[src/rtl/cpu_pkg.sv]
// Shared definitions for the fetch/decode register stage and the control unit:
// opcode constants, instruction field positions and the stage FSM states.
package cpu_pkg;

    // Instruction field bit positions (16-bit instruction word)
    localparam int OP_MSB  = 15;
    localparam int OP_LSB  = 11;
    localparam int RD_MSB  = 10;
    localparam int RD_LSB  = 8;
    localparam int RS_MSB  = 7;
    localparam int RS_LSB  = 5;
    localparam int RT_MSB  = 4;
    localparam int RT_LSB  = 2;
    localparam int IMM_MSB = 7;
    localparam int IMM_LSB = 0;

    // Individual opcodes
    localparam logic [4:0] OP_HALT = 5'b11111;
    localparam logic [4:0] OP_LD   = 5'b01000;
    localparam logic [4:0] OP_ST   = 5'b01001;
    localparam logic [4:0] OP_LDI  = 5'b01010;

    // Opcode groups, identified by the top two opcode bits
    localparam logic [1:0] GRP_ALU    = 2'b00;  // 00000-00111
    localparam logic [1:0] GRP_MEM    = 2'b01;  // 01000-01100
    localparam logic [1:0] GRP_BRANCH = 2'b10;  // 10000-10101, 10111
    localparam logic [1:0] GRP_SHIFT  = 2'b11;  // 11000-11010 (11111 = HALT)

    // Stage FSM
    typedef enum logic [1:0] {
        RUN       = 2'b00,
        HALT_PEND = 2'b01,
        HALTED    = 2'b10
    } fsm_state_e;

endpackage

[src/rtl/op_legal_check.sv]
// Combinational opcode legality check, shared with the control unit.
module op_legal_check
    import cpu_pkg::*;
(
    input  logic [4:0] op,
    output logic       legal
);

    // Decode legality from the opcode group and the low three bits
    always_comb begin
        legal = 1'b0;
        unique case (op[4:3])
            GRP_ALU:    legal = 1'b1;
            GRP_MEM:    legal = (op[2:0] <= 3'd4);
            GRP_BRANCH: legal = (op[2:0] <= 3'd5) || (op[2:0] == 3'd7);
            GRP_SHIFT:  legal = (op[2:0] <= 3'd2) || (op == OP_HALT);
            default:    legal = 1'b0;
        endcase
    end

endmodule

[src/rtl/fetch_decode_regs.sv]
// Architectural register stage feeding the multicycle control unit: PC, IR,
// DR and Z/C flags, IR field decode, HALT/illegal-opcode detection and a
// saturating fetched-instruction counter.
module fetch_decode_regs
    import cpu_pkg::*;
#(
    parameter int ADDR_W  = 8,
    parameter int INSTR_W = 16,
    parameter int CNT_W   = 16
) (
    input  logic               CLK,
    input  logic               RST,
    input  logic               PCen,
    input  logic               IRegen,
    input  logic               DRegen,
    input  logic               FlgWrite,
    input  logic [ADDR_W-1:0]  pc_next,
    input  logic [INSTR_W-1:0] mem_rdata,
    input  logic               alu_z,
    input  logic               alu_c,
    output logic [ADDR_W-1:0]  pc,
    output logic [INSTR_W-1:0] ir,
    output logic [INSTR_W-1:0] dr,
    output logic [4:0]         Op,
    output logic [2:0]         rd_sel,
    output logic [2:0]         rs_sel,
    output logic [2:0]         rt_sel,
    output logic [7:0]         imm,
    output logic               Z,
    output logic               C,
    output logic               halted,
    output logic               illegal_op,
    output logic [CNT_W-1:0]   instr_count
);

    fsm_state_e         state_q, state_d;
    logic [ADDR_W-1:0]  pc_q, pc_d;
    logic [INSTR_W-1:0] ir_q, ir_d;
    logic [INSTR_W-1:0] dr_q, dr_d;
    logic               z_q, z_d;
    logic               c_q, c_d;
    logic               illegal_q, illegal_d;
    logic [CNT_W-1:0]   cnt_q, cnt_d;

    logic               pc_ld, ir_ld, dr_ld, flg_ld;
    logic [4:0]         fetch_op;
    logic               fetch_legal;

    assign fetch_op = mem_rdata[OP_MSB:OP_LSB];

    op_legal_check u_op_legal_check (
        .op    (fetch_op),
        .legal (fetch_legal)
    );

    // Gate the control unit's enables by FSM state
    always_comb begin
        pc_ld  = 1'b0;
        ir_ld  = 1'b0;
        dr_ld  = 1'b0;
        flg_ld = 1'b0;
        unique case (state_q)
            RUN: begin
                pc_ld  = PCen;
                ir_ld  = IRegen;
                dr_ld  = DRegen;
                flg_ld = FlgWrite;
            end
            HALT_PEND: begin
                dr_ld  = DRegen;
                flg_ld = FlgWrite;
            end
            default: ;
        endcase
    end

    // Next-state for the FSM and all architectural registers
    always_comb begin
        state_d   = state_q;
        pc_d      = pc_q;
        ir_d      = ir_q;
        dr_d      = dr_q;
        z_d       = z_q;
        c_d       = c_q;
        illegal_d = illegal_q;
        cnt_d     = cnt_q;

        unique case (state_q)
            RUN:       if (ir_ld && fetch_op == OP_HALT) state_d = HALT_PEND;
            HALT_PEND: state_d = HALTED;
            HALTED:    state_d = HALTED;
            default:   state_d = RUN;
        endcase

        if (pc_ld) pc_d = pc_next;
        if (ir_ld) begin
            ir_d = mem_rdata;
            if (!fetch_legal) illegal_d = 1'b1;
            if (cnt_q != '1) cnt_d = cnt_q + CNT_W'(1);
        end
        if (dr_ld) dr_d = mem_rdata;
        if (flg_ld) begin
            z_d = alu_z;
            c_d = alu_c;
        end
    end

    // State registers with synchronous active-low reset
    always_ff @(posedge CLK) begin
        if (!RST) begin
            state_q   <= RUN;
            pc_q      <= '0;
            ir_q      <= '0;
            dr_q      <= '0;
            z_q       <= 1'b0;
            c_q       <= 1'b0;
            illegal_q <= 1'b0;
            cnt_q     <= '0;
        end else begin
            state_q   <= state_d;
            pc_q      <= pc_d;
            ir_q      <= ir_d;
            dr_q      <= dr_d;
            z_q       <= z_d;
            c_q       <= c_d;
            illegal_q <= illegal_d;
            cnt_q     <= cnt_d;
        end
    end

    assign pc          = pc_q;
    assign ir          = ir_q;
    assign dr          = dr_q;
    assign Op          = ir_q[OP_MSB:OP_LSB];
    assign rd_sel      = ir_q[RD_MSB:RD_LSB];
    assign rs_sel      = ir_q[RS_MSB:RS_LSB];
    assign rt_sel      = ir_q[RT_MSB:RT_LSB];
    assign imm         = ir_q[IMM_MSB:IMM_LSB];
    assign Z           = z_q;
    assign C           = c_q;
    assign halted      = (state_q == HALTED);
    assign illegal_op  = illegal_q;
    assign instr_count = cnt_q;

endmodule

[config.mk]
export PLATFORM = sky130hd
export DESIGN_NAME = fetch_decode_regs
export DESIGN_NICKNAME = d
export VERILOG_FILES = /design/src/rtl/cpu_pkg.sv /design/src/rtl/op_legal_check.sv /design/src/rtl/fetch_decode_regs.sv
export SDC_FILE = /design/constraint.sdc
export NUM_CORES = 1
export LEC_CHECK = 0
export BUFFER_PORTS_ARGS = -buffer_cell sky130_fd_sc_hd__buf_4
export CAP_MARGIN = 20
export CORE_MARGIN = 2
export CORE_UTILIZATION = 51
export DETAILED_ROUTE_END_ITERATION = 10
export PLACE_DENSITY = 0.95
export SYNTH_ARGS = -nofsm -noshare
export SYNTH_HDL_FRONTEND = slang
export SYNTH_SLANG_ARGS = --single-unit
[constraint.sdc]
create_clock -name CLK -period 2.7 [get_ports CLK]
set_clock_uncertainty 0.15 [all_clocks]
set_input_delay 0.27 -clock CLK [delete_from_list [all_inputs] [get_ports CLK]]
set_output_delay 0.27 -clock CLK [all_outputs]
set_load 0.05 [all_outputs]
Word-level counts from Yosys, hierarchy flattened

Index checks and enable logic that the tools add are counted.

Add/sub/neg operators: 1
Multipliers: 0
Divide/modulo/power cells: 0
Magnitude comparators: 3
Equal/unequal tests: 9
Shift-type cells: 0
Multiplexer cells: 7
Bitwise logic cells: 1
Reductions and logical operators: 9

Operators by type and width:

| cell                    | number |
|---|---|
| $add A16 B1 Y16 const B | 1 |
| $ne A16 B16 Y1 const B  | 1 |
| $eq A2 B2 Y1 const B    | 3 |
| $le A3 B3 Y1 const B    | 2 |
| $eq A5 B5 Y1 const B    | 1 |
| $eq A2 B1 Y1 const B    | 2 |
| $logic_not A2 Y1        | 2 |
| $mux W1                 | 4 |
| $pmux W1 S4             | 1 |
| $pmux W2 S2             | 1 |
| $reduce_and A2 Y1       | 2 |
| $reduce_or A2 Y1        | 2 |
| $eq A3 B3 Y1 const B    | 1 |
| $le A3 B2 Y1 const B    | 1 |
| $logic_or A1 B1 Y1      | 2 |
| $mux W2                 | 1 |
| $ne A2 B2 Y1 const B    | 1 |
| $logic_and A1 B1 Y1     | 1 |
| $not A1 Y1              | 1 |

Bits in registers: 61
Latch bits: 0
Memory bits (writable): 0
Bits in read-only memories: 0
Input bits: 32
Output and inout port bits: 82
Logic and storage cells: 38
Memories kept: 0

Depth between registers and ports, before layout

Depth after elaboration: 5
Depth in mapped cells: 8
Depth with buffers taken out: 6

By module

A second synthesis with hierarchy kept.

Cells, all modules: 327
Area, all modules: 2,706.3 sq um

By module, submodules not included:

| module            | times used | cells each | area each (sq um) |
|---|---|---|---|
| fetch_decode_regs | 1          | 319        | 2,651.3 |
| op_legal_check    | 1          | 8          | 55.1 |

Least setup slack after synthesis

Ideal clock, no wire load.

Path kind: register to register
From: register cnt_q[1] (netlist: instr_count[1])
To: register cnt_q[2] (netlist: instr_count[2])
Data arrival time: 1.979 ns
Setup slack: 0.483 ns
Stages on the path, launching flop included: 7
Path buffers: 1
Period minus slack after synthesis: 2.217 ns
Cells stage by stage: dfxtp_1 -> ha_1 -> nand3_2 -> nor4_4 -> buf_6 -> nor2_4 -> a311oi_2

Longest elaborated chain between the ends: 2

Ends and longest elaborated chain:

| what                                                    | line                     | source |
|---|---|---|
| from (decl)                                             | fetch_decode_regs.sv:43  | `logic [CNT_W-1:0] cnt_q, cnt_d;` |
| from (signal assigned)                                  | fetch_decode_regs.sv:127 | `cnt_q <= cnt_d;` |
| branches (longest 2 deep; another with $add A16 B1 Y16) | --                       |  |

Several ways; the timed one is not identified.
A chain may end at the register's enable or synchronous reset.

Worst setup path in the final report

From: register cnt_q[0] (netlist: instr_count[0])
To: register cnt_q[6] (netlist: instr_count[6])

The elaborated chain is that of the path after synthesis.

==> metrics.txt <==
Cells after Synth between 300 and 400; DRC viols 0; die footprint between 5000 and 6000 um2; Post-CTS Resized 0; Die X about 76 um; Slew @ Worst Pin ~0.66 ns; top cells by area, synth dfxtp_1, nand2_1, a21oi_1, buf_4, mux2i_1; async set-reset flop share out of synthesis 0; # placed instances 470; gr usage total 0.2360; Filler cells 420; RSZ-0062 raised after global routing false; top-area cell type share of the netlist area 0.4561; total CTS buffers 9; share of cells above drive strength 1 0.3438; ant diodes 0; #FFs+latches synth 61; CTS H-tree lvls 3; slowest stage delay, CP a little under 0.7 ns; worst skew pair latency ~0.34 ns; post-detail-place hpwl 5055 um; CORE AREA 5075 um2; Finished Cell Area about 3600 um2; delay-heaviest family, CP simple AND/OR/NAND/NOR gates; WL final 6917 um; worst path required time between 2 and 3 ns; synth warn 0; DR pass1 iterations 5; Syn Std Cell Area approximately 2700 um2; worst relative slew slack 0.5554; Pwr Density about 620 nW/um2; Mapped Avg Cell Area approximately 8.4 um2; number of synthesized flops with an enable pin 0; Register Area roughly 1200 um2; grt ovf 0; first-pass GRT wire length between 10000 and 15000 um; Crit. End Element flop; row cnt 26; Hold Path Class in -> reg; setup_tns 0 ns; root buffer cell clkbuf_8; Avg WL per Cell ~14 um; post-route insts no fill 486; TritonCTS clock tree built; IO Pins around 110; final setup fails 0; Placed Area between 3000 and 4000 um2; Post-CTS Setup Bufs 0; Hold Violations, Final 0; dominant cell type by area after synthesis dfxtp_1; Worst-path clk slew around 0.060 ns; global placement routability congestion ~0.80; Max clock buf depth 2; via density per instance roughly 5.3; clock sink count between 60 and 70; Iter 0 DRT Violations roughly 120; final hold slack approximately 0.038 ns; vias in the first global route 2421; critical-path cell list ha_1 > nand3_2 > nor4_4 > o311ai_0 > o41ai_1; Final ANT Viol Nets 0; Pwr Total around 2.2 mW; largest net degree at the start of global routing 33; CP Buf/Inv Count 0; status completed; Synth Net Count 356; startpoint types flop; Main synth FF type dfxtp_1; CP max-delay cell nor4_4; hold_buf cts 0; Leak Pwr 1.641 nW; crit path DAT ~2.2 ns; sequential share of the synthesized area 0.4561; min Tclk post-route about 2.2 ns; initial antenna violation count 0; Max Slew Vio Count 0; max-cap check violation count 0; Max VDD drop 0.3893 mV; CP Class reg -> reg; effective utilization at floorplan 0.5276; routed via count between 2k and 3k; f_max approximately 460 MHz; CP max FO 12; Final Cycle Share 0.7996; multi-input logic area about 1200 um2; post-synthesis cell type count 42; area grow syn2layout 35.47%; DIE HEIGHT about 76 um; Port Buf Inserts around 110; fin nets about 450
==> placed cells by master, fill, tap and decap left out, types with 2 or more instances in the layout <==
cell type / n
a211oi_1: 2
a21oi_1: 44
a311oi_1: 2
a31oi_1: 3
and3_1: 2
buf_4: 118
clkbuf_8: 12
dfxtp_1: 61
ha_1: 4
inv_1: 5
mux2i_1: 9
nand2_1: 83
nand2b_1: 3
nand3_1: 12
nand4_1: 5
nor2_1: 10
nor3_1: 2
nor4_1: 5
nor4_4: 3
o211ai_1: 2
o21a_1: 2
o21ai_0: 5
o31ai_1: 2
==> worst register-to-register path: stages, from the launching register on <==
cell,delay [ns]
dfxtp_1,0.42
ha_1,0.25
nand3_2,0.24
nor4_4,0.68
o311ai_0,0.24
o41ai_1,0.09
==> registers in the layout (all words and copies together) (netlist names) <==
register,cells
Z,1
illegal_op,1
state_q,2
C,1
pc,8
dr,16
ir,16
instr_count,16
==> cells in the mapped netlist, types with 2 or more instances <==
library cell / n
a311oi_1: 2
o211ai_1: 2
and3_1: 2
nand2_1: 83
nor2_1: 10
o21ai_0: 5
dfxtp_1: 61
nand2b_1: 3
mux2i_1: 9
o31ai_1: 2
inv_1: 5
clkbuf_1: 12
buf_4: 22
a211oi_1: 2
nand4_1: 5
nor3_1: 2
o21a_1: 2
buf_2: 2
nand3_1: 12
nor4_4: 3
nor4_1: 5
a21oi_1: 44
a31oi_1: 3
ha_1: 4
==> path summary, 6_finish.rpt <==
check | slack [ns] | depth (start not counted) | to | startpoint
max reg2reg | 0.54 | 5 | instr_count[6]$_SDFFE_PN0P_ | instr_count[0]$_SDFFE_PN0P_
min reg2reg | 0.30 | 2 | dr[13]$_SDFFE_PN0P_ | dr[13]$_SDFFE_PN0P_
min | 0.04 | 3 | dr[5]$_SDFFE_PN0P_ | mem_rdata[5]
max | 0.54 | 5 | instr_count[6]$_SDFFE_PN0P_ | instr_count[0]$_SDFFE_PN0P_
==> report_power, final <==
group | internal [mW] | switching, mW
registers | 0.939 | 0.0283
clock network | 0.501 | 0.345
logic | 0.134 | 0.303
total | 1.57 | 0.676
==> stage by stage <==
step,util,setup slack [ns]
final,0.7147,0.5411
after detailed placement,0.6731,0.5629
after global routing,0.7147,0.3444
after global placement,0.6731,0.6724
after floorplan,-,0.4828
after CTS,0.7147,0.5381
==> cell type report <==
class / instances / share of cell area
multi-input cells: 215 / 0.3305
well taps: 70 / 0.02415
repair buffers: 118 / 0.2442
flip-flops and latches: 61 / 0.3367
clock buffers: 13 / 0.04657
clock inverters: 3 / 0.01173
inverters: 6 / 0.006209
==> layer usage <==
layer / track usage / vias up / share of wire
met5: 0 / - / 0
met4: 0.1200 / 0 / 0.023
met3: 0.06635 / 14 / 0.065
met2: 0.4195 / 108 / 0.51
met1: 0.2550 / 1205 / 0.40
li1: - / 1267 / -
==> cells by family (layout without fill, tap and decap cells) <==
group,count (synthesis),in the layout,share of synthesized area
flops,61,61,0.4561
compound gates,68,68,0.1486
mux,9,9,0.03365
simple gates,134,134,0.2467
buf+inv,44,140,0.09626
fa+ha+maj,4,4,0.01869
Power figures use the tool's default switching activity.
